==> config.mk <==
export PLATFORM = sky130hd
export DESIGN_NAME = multi_channel_capture_timer
export DESIGN_NICKNAME = d
export VERILOG_FILES = /design/src/rtl/capture_timer_pkg.sv /design/src/rtl/capture_channel.sv /design/src/rtl/multi_channel_capture_timer.sv
export SDC_FILE = /design/constraint.sdc
export NUM_CORES = 1
export LEC_CHECK = 0
export ABC_AREA = 1
export CORE_MARGIN = 5
export CORE_UTILIZATION = 52
export DETAILED_ROUTE_END_ITERATION = 7
export GPL_TIMING_DRIVEN = 0
export HOLD_SLACK_MARGIN = 0.15
export PLACE_DENSITY = 0.86
export SYNTH_ARGS = -nofsm -noshare
export SYNTH_HDL_FRONTEND = slang
export SYNTH_HIERARCHICAL = 1
export SYNTH_SLANG_ARGS = --single-unit
==> constraint.sdc <==
create_clock -name clk_i -period 1.83 [get_ports clk_i]
set_input_delay 0.4575 -clock clk_i [delete_from_list [all_inputs] [get_ports clk_i]]
set_output_delay 0.4575 -clock clk_i [all_outputs]
set_load 0.02 [all_outputs]
==> src/rtl/capture_timer_pkg.sv <==
// Shared encodings for the multi-channel capture timer: FSM states and capture modes.
package capture_timer_pkg;

  localparam int unsigned ST_W = 2;

  localparam logic [ST_W-1:0] ST_IDLE     = 2'd0;
  localparam logic [ST_W-1:0] ST_COUNTING = 2'd1;
  localparam logic [ST_W-1:0] ST_DONE     = 2'd2;

  localparam logic MODE_ONESHOT = 1'b0;
  localparam logic MODE_CONT    = 1'b1;

endpackage

==> src/rtl/capture_channel.sv <==
// One capture channel: edge detector on its trigger, timestamp register, valid and overrun flags.
module capture_channel
  import capture_timer_pkg::*;
#(
  parameter int unsigned CNT_W = 32
) (
  input  logic             clk_i,
  input  logic             rst_an_i,
  input  logic             capture_i,
  input  logic             cnt_en_i,
  input  logic             restart_i,
  input  logic             clear_i,
  input  logic             mode_i,
  input  logic [CNT_W-1:0] counter_i,
  output logic [CNT_W-1:0] captured_o,
  output logic             valid_o,
  output logic             overrun_o
);

  logic             cap_prev_q, cap_prev_d;
  logic [CNT_W-1:0] captured_q, captured_d;
  logic             valid_q, valid_d;
  logic             overrun_q, overrun_d;
  logic             cap_rise;

  assign cap_rise = capture_i & ~cap_prev_q;

  always_comb begin
    cap_prev_d = capture_i;
    captured_d = captured_q;
    valid_d    = valid_q;
    overrun_d  = overrun_q;
    if (clear_i) begin
      captured_d = '0;
      valid_d    = 1'b0;
      overrun_d  = 1'b0;
    end else if (restart_i) begin
      // Restart keeps the last timestamp but forgets that it was taken.
      valid_d   = 1'b0;
      overrun_d = 1'b0;
    end else if (cnt_en_i && cap_rise) begin
      if (!valid_q) begin
        captured_d = counter_i;
        valid_d    = 1'b1;
      end else begin
        overrun_d = 1'b1;
        if (mode_i == MODE_CONT) captured_d = counter_i;
      end
    end
  end

  always_ff @(posedge clk_i or negedge rst_an_i) begin
    if (!rst_an_i) begin
      cap_prev_q <= 1'b0;
      captured_q <= '0;
      valid_q    <= 1'b0;
      overrun_q  <= 1'b0;
    end else begin
      cap_prev_q <= cap_prev_d;
      captured_q <= captured_d;
      valid_q    <= valid_d;
      overrun_q  <= overrun_d;
    end
  end

  assign captured_o = captured_q;
  assign valid_o    = valid_q;
  assign overrun_o  = overrun_q;

endmodule

==> src/rtl/multi_channel_capture_timer.sv <==
// Free-running counter with start/stop/clear control timestamped by NUM_CH capture channels.
module multi_channel_capture_timer
  import capture_timer_pkg::*;
#(
  parameter int unsigned CNT_W  = 32,
  parameter int unsigned NUM_CH = 4
) (
  input  logic                    clk_i,
  input  logic                    rst_an_i,
  input  logic                    start_i,
  input  logic                    stop_i,
  input  logic                    clear_i,
  input  logic [NUM_CH-1:0]       capture_i,
  input  logic                    mode_i,
  output logic [CNT_W-1:0]        counter_o,
  output logic [NUM_CH*CNT_W-1:0] captured_o,
  output logic [NUM_CH-1:0]       valid_o,
  output logic [NUM_CH-1:0]       overrun_o,
  output logic                    overflow_o,
  output logic [ST_W-1:0]         state_o
);

  logic [ST_W-1:0]  state_q, state_d;
  logic [CNT_W-1:0] counter_q, counter_d;
  logic             overflow_q, overflow_d;
  logic             start_prev_q, start_prev_d;
  logic             stop_prev_q, stop_prev_d;
  logic             clear_prev_q, clear_prev_d;
  logic             start_rise, stop_rise, clear_rise;
  logic             cap_en_c, restart_c;
  logic             all_valid;

  assign start_rise = start_i & ~start_prev_q;
  assign stop_rise  = stop_i  & ~stop_prev_q;
  assign clear_rise = clear_i & ~clear_prev_q;
  assign all_valid  = &valid_o;

  always_comb begin
    start_prev_d = start_i;
    stop_prev_d  = stop_i;
    clear_prev_d = clear_i;
  end

  always_ff @(posedge clk_i or negedge rst_an_i) begin
    if (!rst_an_i) state_q <= ST_IDLE;
    else           state_q <= state_d;
  end

  // Next state: clear beats start, start beats stop and auto-done.
  always_comb begin
    state_d = state_q;
    if (clear_rise) begin
      state_d = ST_IDLE;
    end else if (start_rise) begin
      state_d = ST_COUNTING;
    end else begin
      unique case (state_q)
        ST_IDLE:     state_d = ST_IDLE;
        ST_COUNTING: begin
          if (stop_rise) state_d = ST_DONE;
          else if ((mode_i == MODE_ONESHOT) && all_valid) state_d = ST_DONE;
        end
        ST_DONE:     state_d = ST_DONE;
        default:     state_d = ST_IDLE;
      endcase
    end
  end

  always_comb begin
    counter_d  = counter_q;
    overflow_d = overflow_q;
    cap_en_c   = 1'b0;
    restart_c  = 1'b0;
    if (clear_rise) begin
      counter_d  = '0;
      overflow_d = 1'b0;
    end else if (start_rise) begin
      counter_d = '0;
      restart_c = 1'b1;
    end else begin
      unique case (state_q)
        ST_COUNTING: begin
          cap_en_c = 1'b1;
          // The stop edge itself does not advance the counter.
          if (!stop_rise) begin
            counter_d = counter_q + CNT_W'(1);
            if (&counter_q) overflow_d = 1'b1;
          end
        end
        ST_DONE: counter_d = counter_q;
        default: counter_d = '0;
      endcase
    end
  end

  always_ff @(posedge clk_i or negedge rst_an_i) begin
    if (!rst_an_i) begin
      counter_q    <= '0;
      overflow_q   <= 1'b0;
      start_prev_q <= 1'b0;
      stop_prev_q  <= 1'b0;
      clear_prev_q <= 1'b0;
    end else begin
      counter_q    <= counter_d;
      overflow_q   <= overflow_d;
      start_prev_q <= start_prev_d;
      stop_prev_q  <= stop_prev_d;
      clear_prev_q <= clear_prev_d;
    end
  end

  for (genvar k = 0; k < NUM_CH; k++) begin : g_ch
    capture_channel #(
      .CNT_W (CNT_W)
    ) u_ch (
      .clk_i      (clk_i),
      .rst_an_i   (rst_an_i),
      .capture_i  (capture_i[k]),
      .cnt_en_i   (cap_en_c),
      .restart_i  (restart_c),
      .clear_i    (clear_rise),
      .mode_i     (mode_i),
      .counter_i  (counter_q),
      .captured_o (captured_o[k*CNT_W +: CNT_W]),
      .valid_o    (valid_o[k]),
      .overrun_o  (overrun_o[k])
    );
  end

  assign counter_o  = counter_q;
  assign overflow_o = overflow_q;
  assign state_o    = state_q;

endmodule

**Word level (Yosys, flattened, before mapping)**

Index checks and enable logic that the tools add are counted.

- Logic and storage cells: 145
- Register bits: 178

- Bitwise operators: 15
- Multiplexer cells: 64
- Reduce and logical (&&, ||, !) cells: 31
- Equal/unequal tests: 12
- Add/subtract/negate cells: 1

Operators with widths:

| operator | count |
|---|---|
| two-way mux 32 bit | 20 |
| case mux 32 bit (2 select lines) | 1 |
| two-way mux 1 bit | 38 |
| adder 32 x 1 -> 32 bit (second input constant) | 1 |
| AND reduction 32 bit | 1 |
| nonzero test 3 bit | 8 |
| inequality test 3 bit (second input constant) | 5 |
| AND reduction 3 bit | 4 |
| nonzero test 2 bit | 6 |
| AND reduction 2 bit | 5 |
| two-way mux 2 bit | 4 |
| inverter 1 bit | 8 |
| AND reduction 4 bit | 2 |
| bitwise AND 1 bit | 7 |
| logical AND 1 bit | 5 |
| inequality test 5 bit (second input constant) | 1 |
| inequality test 2 x 1 -> 1 bit (second input constant) | 2 |
| inequality test 4 bit (second input constant) | 1 |
| case mux 2 bit (2 select lines) | 1 |
| == test 2 x 1 -> 1 bit (second input constant) | 1 |
| == test 2 bit (second input constant) | 1 |
| inequality test 2 bit (second input constant) | 1 |

**Logic depth before layout (Yosys ltp)**

Gate-level depths: netlist (run 1).

- Word-level depth: 8
- Depth in mapped cells: 12

**Cells and area by module**

Netlist (run 1), hierarchy kept.

By module, submodules not included:

| module | area an instance (um2) | cells each | times used |
|---|---|---|---|
| capture_channel | 1689.1 | 158 | 4 |
| multi_channel_capture_timer | 2361.0 | 357 | 1 |

**Least setup slack after synthesis (run 1)**

No wires, ideal clock.

- Kind: input to register
- Start point: input clear_i
- End point: register g_ch[0].u_ch.captured_q[2]
- Stages on the path: 8
- Data required time: 1763 ps
- Arrival: 1732 ps
- Path slack: 31 ps
- Buffers on the path: 1
- Library setup time: 67 ps
- Path through: nand2_1 inv_1 nor2_1 a21oi_4 nand2_4 buf_6 nand3_2 nand2_1

RTL lines:

| element | line | source |
|---|---|---|
| from (decl) | multi_channel_capture_timer.sv:12 | `input logic clear_i,` |
| bitwise AND 1 bit | multi_channel_capture_timer.sv:35 | `assign clear_rise = clear_i & ~clear_prev_q;` |
| net clear_rise | multi_channel_capture_timer.sv:29 | `logic start_rise, stop_rise, clear_rise;` |
| two-way mux 1 bit | multi_channel_capture_timer.sv:74 | `if (clear_rise) begin` |
| net restart_c | multi_channel_capture_timer.sv:30 | `logic cap_en_c, restart_c;` |
| inequality test 2 bit (no source line) | - |  |
| AND reduction 3 bit (no source line) | - |  |
| to (signal assigned) | capture_channel.sv:60 | `captured_q <= captured_d;` |
| to (decl) | capture_channel.sv:21 | `logic [CNT_W-1:0] captured_q, captured_d;` |

The timed path passes the listed nets, and every way through them passes these cells.
A chain may end at the register's enable or synchronous reset.

**Worst setup path in the final report (run 1)**

- Start point: register clear_prev_q
- End point: register g_ch[0].u_ch.captured_q[10]

RTL lines:

| element | line | source |
|---|---|---|
| from (decl) | multi_channel_capture_timer.sv:28 | `logic clear_prev_q, clear_prev_d;` |
| from (signal assigned) | multi_channel_capture_timer.sv:108 | `clear_prev_q <= clear_prev_d;` |
| inverter 1 bit | multi_channel_capture_timer.sv:35 |  |
| bitwise AND 1 bit | multi_channel_capture_timer.sv:35 |  |
| net clear_rise | multi_channel_capture_timer.sv:29 |  |
| two-way mux 1 bit | multi_channel_capture_timer.sv:74 |  |
| net restart_c | multi_channel_capture_timer.sv:30 |  |
| inequality test 2 bit (no source line) | - |  |
| AND reduction 3 bit (no source line) | - |  |

The timed path passes the listed nets, and every way through them passes these cells.

==> results.md, run 1 <==
- Ant diodes: 0
- Synth area leaders: dfrtp_1 (49%), nand3_2 (13%), nand2_1 (9.9%)
- Average size of a mapped cell: 9.22 um^2
- Synth area leader: dfrtp_1
- Max FO, Critical Path: 7
- Initial antenna violation count: 0
- Final Cycle Share: 99.8%
- Minimum clock period: 1.83 ns
- WP buf/inv: 5
- Total number of vias: 8923
- Worst skew pair latency: 0.45 ns
- Most common cell after layout, fill and taps aside: nand2_1
- Post-Syn Instances: 989
- Die Wd: 142 um
- Yosys reg bits: 178
- Most frequent cells in the layout: nand2_1 (234), dlygate4sd2_1 (172), dfrtp_1 (145)
- Worst hold path endpoint: start_prev_q
- Worst reg2reg path depth: 11
- CTS tree: done
- Post-synthesis net count: 1002
- CTS root buffer: clkbuf_16
- Area grow syn2layout: 37.1%
- Outcome: complete, no violations
- Worst setup EP type: flop
- Row cnt: 48
- Post-synth top area share: about half
- Post-placement cell area: around 11000 um^2
- Post-DP HPWL: 20000 um
- P_sw: ~2.2 mW
- Mapped cell area: a little over 9000 um^2
- H-Tree Depth: 4
- Slowest cell on the critical path: dfrtp_1
- Cell internal pwr: 6.60 mW
- Initial DRC Count: slightly below 1k
- Remaining DRCs: 0
- WP data arrival: between 2 and 2.5 ns
- R2R setup slack: 0.004 ns
- Number of global-route vias before repair: approximately 8.4k
- First-pass GRT wire length: 46700 um
- Slew Limit Fails: 0
- Hold Fails Final Rpt: 0
- Crit Path Class: flop to flop
- Gp weighted congestion: 0.912
- Clock Skew: 0.0159 ns
- Max incr delay on CP: 0.38 ns
- Clock power share: 45.9%
- Power per Cell Area: 701 nW/um^2
- VDD IR max: about 0.76 mV
- Hold path startpoint: start_i
- Net Sw Frac: 24.7%
- Core box area: 17200 um^2
- Cell count of the worst hold path: 1
- CP required: 2.16 ns
- Part of the power in registers: between 40 and 50%
- Post-DR wirelength/cell: 21.4 um
- Clock sink total: 178
- Total CTS buffers: 17
- Synth Warn #: 6
- CP most frequent cell: buf_12
- Clk slew on worst S/H paths: around 0.070 ns
- CP cell instances: inv_2 -> nand2_4 -> clkinvlp_4 -> nor2_4 -> buf_12 -> buf_12 -> a21oi_4 -> nand2_8 -> buf_4 -> nand3_1 -> nand2_1
- Multi-input gate area: between 4000 and 5000 um^2
- Gr ovfl total: 0
- Die Height: 142 um
- Layout Nets: 1259
- Setup TNS: 0 ns
- Seq/Total Area, Yosys: 48.9%
- Storage element area: about 4500 um^2
- Fillers: 1235
- Max transition margin: approximately half
- Max Clk Rate: 548 MHz
- Clock tree buffer depth: 2
- Pre-CTS WS: -0.949 ns
- I/O Buffers: 180
- Util after Layout: 72.5%
- Startpoint Class: flop
- MaxCap Viol Count: 0
- Largest net degree at the start of global routing: 100
- Share of layout cells above drive strength 1: between 20% and 30%
- Worst flop-to-flop path startpoint: clear_prev_q
- DIE AREA: 20300 um^2
- Starting Density: 52.9%
- Post-synthesis cell type count: 29
- Worst Slack Setup Final: 0.00370 ns
- Combinational share of power: 8.8%
- Io pins: 181
- Crit path max-delay family: buffers and inverters
- All-Layer GR Usage: between 20% and 30%
- Worst slew pin tran: 0.775 ns
- Static Leakage: 6.68 nW
- Final setup fails: 0
- DR pass1 iterations: 6
- Drt via density: 6.02
- Fin area: about 13000 um^2
- Hold Path Class: primary input to flop
- Worst R2R End: g_ch[0].u_ch/captured_o[10]
- ANT nets after route: 0
- Wirelength, routed: 31700 um
- Design Power: 8.77 mW
[repair_timing]
item	4_1_cts	5_1_grt
cloned	4	4
pin swaps	6	11
endpoints found under the setup margin	314	123
buffers inserted	14	39
hold buffers	1	0
resized for setup	223	33
hold endpoints to repair	98	0
[cell usage after synthesis, drive strengths merged]
| master | n |
|---|---|
| clkbuf | 8 |
| nand4 | 133 |
| inv | 65 |
| clkinv | 2 |
| nor3 | 2 |
| a22o | 1 |
| dfrtp | 178 |
| nand3 | 156 |
| o211ai | 1 |
| o21ai | 8 |
| buf | 55 |
| or2 | 4 |
| o22ai | 2 |
| ha | 3 |
| and3 | 1 |
| nand2 | 251 |
| nor2 | 93 |
| a21oi | 26 |
[kinds of logic (layout without fill, tap and decap cells)]
group           after synthesis  count (layout)  synth area share, %
buf+inv                     130             399                 7.64
flops                       178             178                 48.9
fa+ha+maj                     3               3                0.412
simple gates                640             640                 40.4
compound gates               38              38                 2.68
[power by group through the flow]
stage	clock network (mW)	registers, mW	logic [mW]
5_1_grt	4.19	3.97	0.824
3_5_place_dp	0	4.05	0.617
3_3_place_gp	0	4.05	0.596
4_1_cts	4.01	3.98	0.678
2_1_floorplan	0	4.06	0.354
6_report	4.02	3.97	0.770
[layout make-up]
type                            instances  share of cell area, %
Sequential cell                       178                   36.0
Buffer                                 63                   4.11
Tap cell                              225                   2.25
Multi-Input combinational cell        681                   32.3
Clock buffer                           20                   3.73
Timing Repair Buffer                  237                   18.1
Clock inverter                         11                   1.40
Inverter                               67                   2.08
Timing Repair inverter                  1                 0.0400
[layer usage]
layer | track usage, % | part of all wire (%) | vias to the layer above
met5 | 0 | 0 | -
met4 | 16.0 | 4.9 | 0
met3 | 6.22 | 9.6 | 123
met2 | 47.8 | 49 | 581
met1 | 37.8 | 36 | 4331
li1 | - | - | 3888
[registers in the layout (all words and copies together), names as in the netlist]
name                  cells
g_ch.u_ch/cap_prev_q      4
g_ch.u_ch/overrun_o       4
start_prev_q              1
state_o                   2
overflow_o                1
g_ch.u_ch/captured_o    128
g_ch.u_ch/valid_o         4
clear_prev_q              1
counter_o                32
stop_prev_q               1
[per-stage QoR]
stage / instances / hold WS [ns]
2_1_floorplan: 989 / 0.162
3_5_place_dp: 1395 / 0.489
3_3_place_gp: 1394 / 0.487
5_1_grt: 1483 / 0.185
4_1_cts: 1445 / 0.276
6_report: 1483 / 0.168
[worst max path at each step]
stage / startpoint / endpoint / slack (ns) / cells past startpoint
global route: clear_prev_q / g_ch[0].u_ch/captured_o[10] / -0.06 / 11
detailed placement: clear_i / g_ch[3].u_ch/captured_o[17] / -0.95 / 9
floorplan: clear_i / g_ch[0].u_ch/captured_o[2] / 0.03 / 8
CTS: counter_o[2] / counter_o[2] / 0.0009 / 1
finish: clear_prev_q / g_ch[0].u_ch/captured_o[10] / 0.004 / 11
global placement: rst_an_i / g_ch[1].u_ch/captured_o[18] / -6.99 / 1
Note: power is estimated with default switching activity, not from simulation.
==> inputs of run 2 (changes only) <==
Settings changed: CORE_UTILIZATION 52 to 64, DONT_BUFFER_PORTS set to 1, GPL_TIMING_DRIVEN 0 to unset.
Clock period 1.83 ns to 2 ns, I/O delays scaled along.
==> results.md, run 2 (synthesis results as in run 1) <==
- Hold WS: -0.242 ns (was 0.168 ns)
- Post-Layout Cell Count: 1205 (was 1483)
- Static Leakage: 4.92 nW (was 6.68 nW)
- MaxCap Viol Count: 0 (unchanged)
- Setup TNS: 0 ns (unchanged)
- First-pass GRT wire length: 40600 um (was 46700 um)
- Clock tree buffer depth: 2 (unchanged)
- Number of global-route vias before repair: 7270 (was 8412)
- CP most frequent cell: nand2_1 (was buf_12)
- Crit path max-delay family: simple AND/OR/NAND/NOR gates (was buffers and inverters)
- Worst slew pin tran: 0.530 ns (was 0.775 ns)
- DIE AREA: 16700 um^2 (was 20300 um^2)
- Max incr delay on CP: 0.41 ns (was 0.38 ns)
- VDD IR max: 0.550 mV (was 0.757 mV)
- Hold Path Class: primary input to asynchronous set/reset pin (was primary input to flop)
- Max Clk Rate: 536 MHz (was 548 MHz)
- CP required: 2.37 ns (was 2.16 ns)
- Power per Cell Area: 743 nW/um^2 (was 701 nW/um^2)
- Io pins: 181 (unchanged)
- Slew Limit Fails: 0 (unchanged)
- Failing checks: negative hold slack
- Max FO, Critical Path: 20 (was 7)
- Largest net degree at the start of global routing: 179 (was 100)
- CP Depth: 9 (was 11)
- I/O Buffers: 0 (was 180)
- WP buf/inv: 3 (was 5)
- Initial DRC Count: 912 (was 986)
- Post-DR wirelength/cell: 21.5 um (was 21.4 um)
- DR pass1 iterations: 5 (was 6)
- Gr ovfl total: 0 (unchanged)
- CP endpoint: g_ch[0].u_ch/captured_o[24] (was g_ch[0].u_ch/captured_o[10])
- H-Tree Depth: 4 (unchanged)
- Total CTS buffers: 17 (unchanged)
- Clock Skew: 0.00958 ns (was 0.0159 ns)
- CP cell instances: inv_1 -> ha_1 -> nand2_1 -> inv_2 -> nand2_1 -> nor2_4 -> buf_6 -> nand4_1 -> nand2_1 (was inv_2 -> nand2_4 -> clkinvlp_4 -> nor2_4 -> buf_12 -> buf_12 -> a21oi_4 -> nand2_8 -> buf_4 -> nand3_1 -> nand2_1)
- Drt via density: 6.26 (was 6.02)
- Die Height: 129 um (was 142 um)
- All-Layer GR Usage: 31.5% (was 29.7%)
- Wirelength, routed: 25900 um (was 31700 um)
- Slowest cell on the critical path: dfrtp_1 (unchanged)
- R2R setup slack: 0.13 ns (was 0.004 ns)
- Outcome: finished, violations left (was complete, no violations)
- Most common cell after layout, fill and taps aside: nand2_1 (unchanged)
- CTS root buffer: clkbuf_16 (unchanged)
- Final Cycle Share: 93.3% (was 99.8%)
- Max transition margin: 64.5% (was 48.4%)
- Share of layout cells above drive strength 1: 24.9% (was 28.5%)
- Clock sink total: 178 (unchanged)
- Startpoint Class: flop (unchanged)
- Worst skew pair latency: 0.44 ns (was 0.45 ns)
- Remaining DRCs: 0 (unchanged)
- Layout Nets: 1026 (was 1259)
- Crit path from: state_o[1] (was clear_prev_q)
- Initial antenna violation count: 1 (was 0)
- Worst setup EP type: flop (unchanged)
- Worst R2R End: g_ch[0].u_ch/captured_o[24] (was g_ch[0].u_ch/captured_o[10])
- WP data arrival: 2.23 ns (was 2.16 ns)
- Most frequent cells in the layout: nand2_1 (240), dfrtp_1 (178), nand4_1 (133) (was nand2_1 (234), dlygate4sd2_1 (172), dfrtp_1 (145))
- Cell total after placement: 1167 (was 1395)
- Row cnt: 43 (was 48)
- Core box area: 13900 um^2 (was 17200 um^2)
- Crit Path Class: flop to flop (unchanged)
- Worst flop-to-flop path startpoint: state_o[1] (was clear_prev_q)
- Gp weighted congestion: 0.951 (was 0.912)
- ANT nets after route: 0 (unchanged)
- Post-DP HPWL: 17200 um (was 20000 um)
- Clk slew on worst S/H paths: 0.07 ns (about the same)
- Starting Density: 65.4% (was 52.9%)
- Area grow syn2layout: 11.3% (was 37.1%)
- Total number of vias: 7540 (was 8923)
- Worst reg2reg path depth: 9 (was 11)
- CTS Hold Bufs: 7 (was 1)
- Final setup fails: 0 (unchanged)
- RSZ-0062 raised after global routing: no
- Minimum clock period: 1.87 ns (was 1.83 ns)
- Die Wd: 129 um (was 142 um)
- Hold Fails Final Rpt: 178 (was 0)
- Largest register FFs: 128 (unchanged)
- CTS tree: done (unchanged)
- Ant diodes: 0 (unchanged)
[run 2: cell types whose count changed in the layout (fill, tap and decap cells not counted), sizes merged, moves of 2 or more]
cell | before | now
bufbuf | 2 | 0
buf | 106 | 61
inv | 67 | 65
dlygate4sd2 | 172 | 0
clkdlybuf4s50 | 6 | 0
clkinvlp | 4 | 2
clkbuf | 32 | 21
clkinv | 4 | 7
dlygate4sd3 | 1 | 7
[run 2: where the power goes]
group          switching, mW  internal [mW]  total (mW)  leakage [nW]
Sequential            0.0262           3.62        3.64          2.47
Combinational          0.343          0.130       0.473          2.16
Clock                   1.41           2.02        3.43         0.289
[run 2: how the worst min path moves through the flow]
stage	from	end	slack (ns)
after floorplan	rst_an_i	clear_prev_q	0.20
after global placement	rst_an_i	g_ch[3].u_ch/captured_o[30]	0.21
after detailed placement	rst_an_i	g_ch[3].u_ch/captured_o[30]	0.21
after CTS	rst_an_i	g_ch[3].u_ch/captured_o[30]	-0.26
after global routing	rst_an_i	g_ch[3].u_ch/captured_o[0]	-0.26
final	rst_an_i	g_ch[3].u_ch/captured_o[30]	-0.24
[run 2: cell type report]
| cell class | count | area (um^2) |
|---|---|---|
| clock buffers | 21 | 460 |
| clock inverters | 10 | 134 |
| fillers | 1035 | 3790 |
| inverters | 67 | 251 |
| multi-input cells | 681 | 3990 |
| flip-flops and latches | 178 | 4450 |
| well taps | 180 | 225 |
| repair buffers | 68 | 631 |
[run 2: metal layers]
metal  part of all wire (%)  vias to the layer above  wire length [um]  track usage (%)
met2                     49                      385             12700             50.3
met4                    2.6                        2               668             12.2
met1                     38                     3682              9740             40.6
li1                       -                     3405                 -                -
met3                     11                       66              2810             9.81
met5                  0.027                        -                 7                0
[run 2: repair_timing]
item / CTS / global route
cloned: 0 / 0
buffers inserted: 0 / 0
endpoints found under the setup margin: 5 / 130
endpoints found under the hold margin: 185 / 178
gates resized for setup: 1 / 7
[run 2: worst reg2reg max path, cell delays in order (launching register included)]
cell and delay (ns):
dfrtp_1 0.41, inv_1 0.08, ha_1 0.21, nand2_1 0.11
inv_2 0.15, nand2_1 0.13, nor2_4 0.16, buf_6 0.22
nand4_1 0.18, nand2_1 0.13
[run 2: stage by stage]
step / hold WS [ns] / area (um^2) / util [%] / total power [mW] / worst slack, ns
5_1_grt: -0.258 / 10100 / 72.8 / 7.73 / 0.0147
3_5_place_dp: 0.209 / 9440 / 67.8 / 4.15 / -0.0795
4_1_cts: -0.255 / 10100 / 72.6 / 7.53 / 0.00791
6_report: -0.242 / 10100 / 72.8 / 7.54 / 0.134
2_1_floorplan: 0.204 / 9120 / - / 4.04 / 0.159
3_3_place_gp: 0.210 / 9440 / 67.8 / 4.15 / -0.0106
==> inputs of run 3 (changes only) <==
Settings changed: PLACE_DENSITY 0.86 to 0.81.
==> results.md, run 3 (synthesis results as in run 1) <==
- Clock Skew: 0.00945 ns (was 0.00958 ns)
- Most frequent cells in the layout: nand2_1 (240), dfrtp_1 (178), nand4_1 (133) (unchanged)
- Slew Limit Fails: 0 (unchanged)
- CTS tree: done (unchanged)
- Hold Path Class: primary input to asynchronous set/reset pin (unchanged)
- Startpoint Class: flop (unchanged)
- Largest net degree at the start of global routing: 179 (unchanged)
- Drt via density: 6.13 (was 6.26)
- Util after Layout: 72.9% (was 72.8%)
- Gr ovfl total: 0 (unchanged)
- Power per Cell Area: 711 nW/um^2 (was 743 nW/um^2)
- WP data arrival: 2.12 ns (was 2.23 ns)
- Worst flop-to-flop path startpoint: state_o[1] (unchanged)
- Design Power: 7.22 mW (was 7.54 mW)
- I/O Buffers: 0 (unchanged)
- Initial DRC Count: 813 (was 912)
- Die Wd: 129 um (unchanged)
- Share of layout cells above drive strength 1: 24.9% (about the same)
- First-pass GRT wire length: 40000 um (was 40600 um)
- All-Layer GR Usage: 30.8% (was 31.5%)
- RSZ-0062 raised after global routing: no (unchanged)
- Core box area: 13900 um^2 (unchanged)
- CP required: 2.33 ns (was 2.37 ns)
- Most common cell after layout, fill and taps aside: nand2_1 (unchanged)
- Total number of vias: 7398 (was 7540)
- Post-Layout Cell Count: 1207 (was 1205)
- Max transition margin: 69.0% (was 64.5%)
- Failing checks: negative hold slack (unchanged)
- DIE AREA: 16700 um^2 (unchanged)
- Worst R2R End: counter_o[22] (was g_ch[0].u_ch/captured_o[24])
- Hold WS: -0.233 ns (was -0.242 ns)
- Layout Nets: 1028 (was 1026)
- CTS root buffer: clkbuf_16 (unchanged)
- Crit Path Class: flop to flop (unchanged)
- Postcts setup bufs: 0 (unchanged)
- ANT nets after route: 0 (unchanged)
- Gp weighted congestion: 0.949 (was 0.951)
- Remaining DRCs: 0 (unchanged)
- Worst reg2reg path depth: 10 (was 9)
- Final Cycle Share: 89.7% (was 93.3%)
- Cell total after placement: 1169 (was 1167)
- Clock sink total: 178 (unchanged)
- Number of global-route vias before repair: 7260 (was 7270)
- Static Leakage: 4.93 nW (was 4.92 nW)
- Clk slew on worst S/H paths: 0.07 ns (about the same)
- H-Tree Depth: 4 (unchanged)
- Worst skew pair latency: 0.44 ns (about the same)
- Outcome: finished, violations left (unchanged)
- Initial antenna violation count: 0 (was 1)
- Row cnt: 43 (unchanged)
- Total CTS buffers: 17 (unchanged)
- Setup TNS: 0 ns (unchanged)
- Wirelength, routed: 25100 um (was 25900 um)
- Max FO, Critical Path: 19 (was 20)
- Worst setup EP type: flop (unchanged)
- Largest register FFs: 128 (unchanged)
- Hold Fails Final Rpt: 178 (unchanged)
- MaxCap Viol Count: 0 (unchanged)
- Post-DR wirelength/cell: 20.8 um (was 21.5 um)
- Final setup fails: 0 (unchanged)
- Die Height: 129 um (unchanged)
- Io pins: 181 (unchanged)
- Fillers: 1012 (was 1035)
- R2R setup slack: 0.21 ns (was 0.13 ns)
- Worst slew pin tran: 0.465 ns (was 0.530 ns)
- CTS Hold Bufs: 7 (unchanged)
- Clock tree buffer depth: 2 (unchanged)
- Minimum clock period: 1.79 ns (was 1.87 ns)
- DR pass1 iterations: 5 (unchanged)
- VDD IR max: 0.528 mV (was 0.550 mV)
- Max Clk Rate: 558 MHz (was 536 MHz)
- Starting Density: 65.4% (unchanged)
- Area grow syn2layout: 11.4% (was 11.3%)
- Ant diodes: 0 (unchanged)
- Post-DP HPWL: 16800 um (was 17200 um)
[run 3: cell count changes in the layout (fill, tap and decap cells not counted), moves of 2 or more]
| cell | delta |
|---|---|
| nand2_8 | -2 |
| clkinvlp_4 | +2 |
| buf_6 | -4 |
| clkinv_2 | +2 |
| bufinv_16 | -2 |
| buf_12 | +7 |
| nand2_4 | +2 |
[run 3: cell type report]
| class | instances | area, um^2 | share of cell area [%] |
|---|---|---|---|
| sequential | 178 | 4450 | 43.8 |
| multi-input combinational | 681 | 3980 | 39.1 |
| timing repair buffer | 70 | 718 | 7.07 |
| clock buffer | 20 | 447 | 4.40 |
| inverter | 67 | 251 | 2.48 |
| tap | 180 | 225 | 2.22 |
| clock inverter | 11 | 90.1 | 0.887 |
[run 3: per-stage QoR]
step	setup slack (ns)	area, um^2
5_1_grt	0.0539	10200
4_1_cts	0.118	10200
3_3_place_gp	0.0685	9550
6_report	0.206	10200
3_5_place_dp	-0.0129	9550
2_1_floorplan	0.159	9120
[run 3: timing repair]
item	CTS	global route
gates resized for setup	0	1
hold endpoints to repair	185	178
endpoints found under the setup margin	0	27
[run 3: worst max-delay path by stage]
stage,startpoint,endpoint,cells after the start,slack (ns)
after floorplan,clear_i,g_ch[0].u_ch/captured_o[2],8,0.16
after global placement,start_i,g_ch[1].u_ch/captured_o[9],10,0.07
after detailed placement,start_i,g_ch[1].u_ch/captured_o[10],10,-0.01
after CTS,start_prev_q,g_ch[1].u_ch/captured_o[10],11,0.12
after global routing,state_o[1],g_ch[1].u_ch/captured_o[9],9,0.05
final,state_o[1],counter_o[22],10,0.21
[run 3: power by group]
group | total, mW | switching [mW] | internal (mW)
clock | 3.11 | 1.38 | 1.72
sequential | 3.64 | 0.0255 | 3.62
combinational | 0.473 | 0.338 | 0.135
[run 3: worst max-delay path: stages, from the launching register on]
cell and delay (ns):
dfrtp_1 0.39, buf_4 0.17, ha_1 0.18, inv_1 0.05, nand2_1 0.10, nand2_4 0.22, inv_2 0.16, nor2_2 0.21
nand3_1 0.10, nand2_1 0.07, nor2_1 0.04
[run 3: routing by layer]
metal | wire length [um] | share of wire, % | global-route usage [%]
met3 | 2580 | 10 | 8.66
met1 | 10100 | 40 | 42.0
met2 | 11700 | 47 | 47.3
met4 | 606 | 2.4 | 11.9
met5 | 0 | 0 | 0
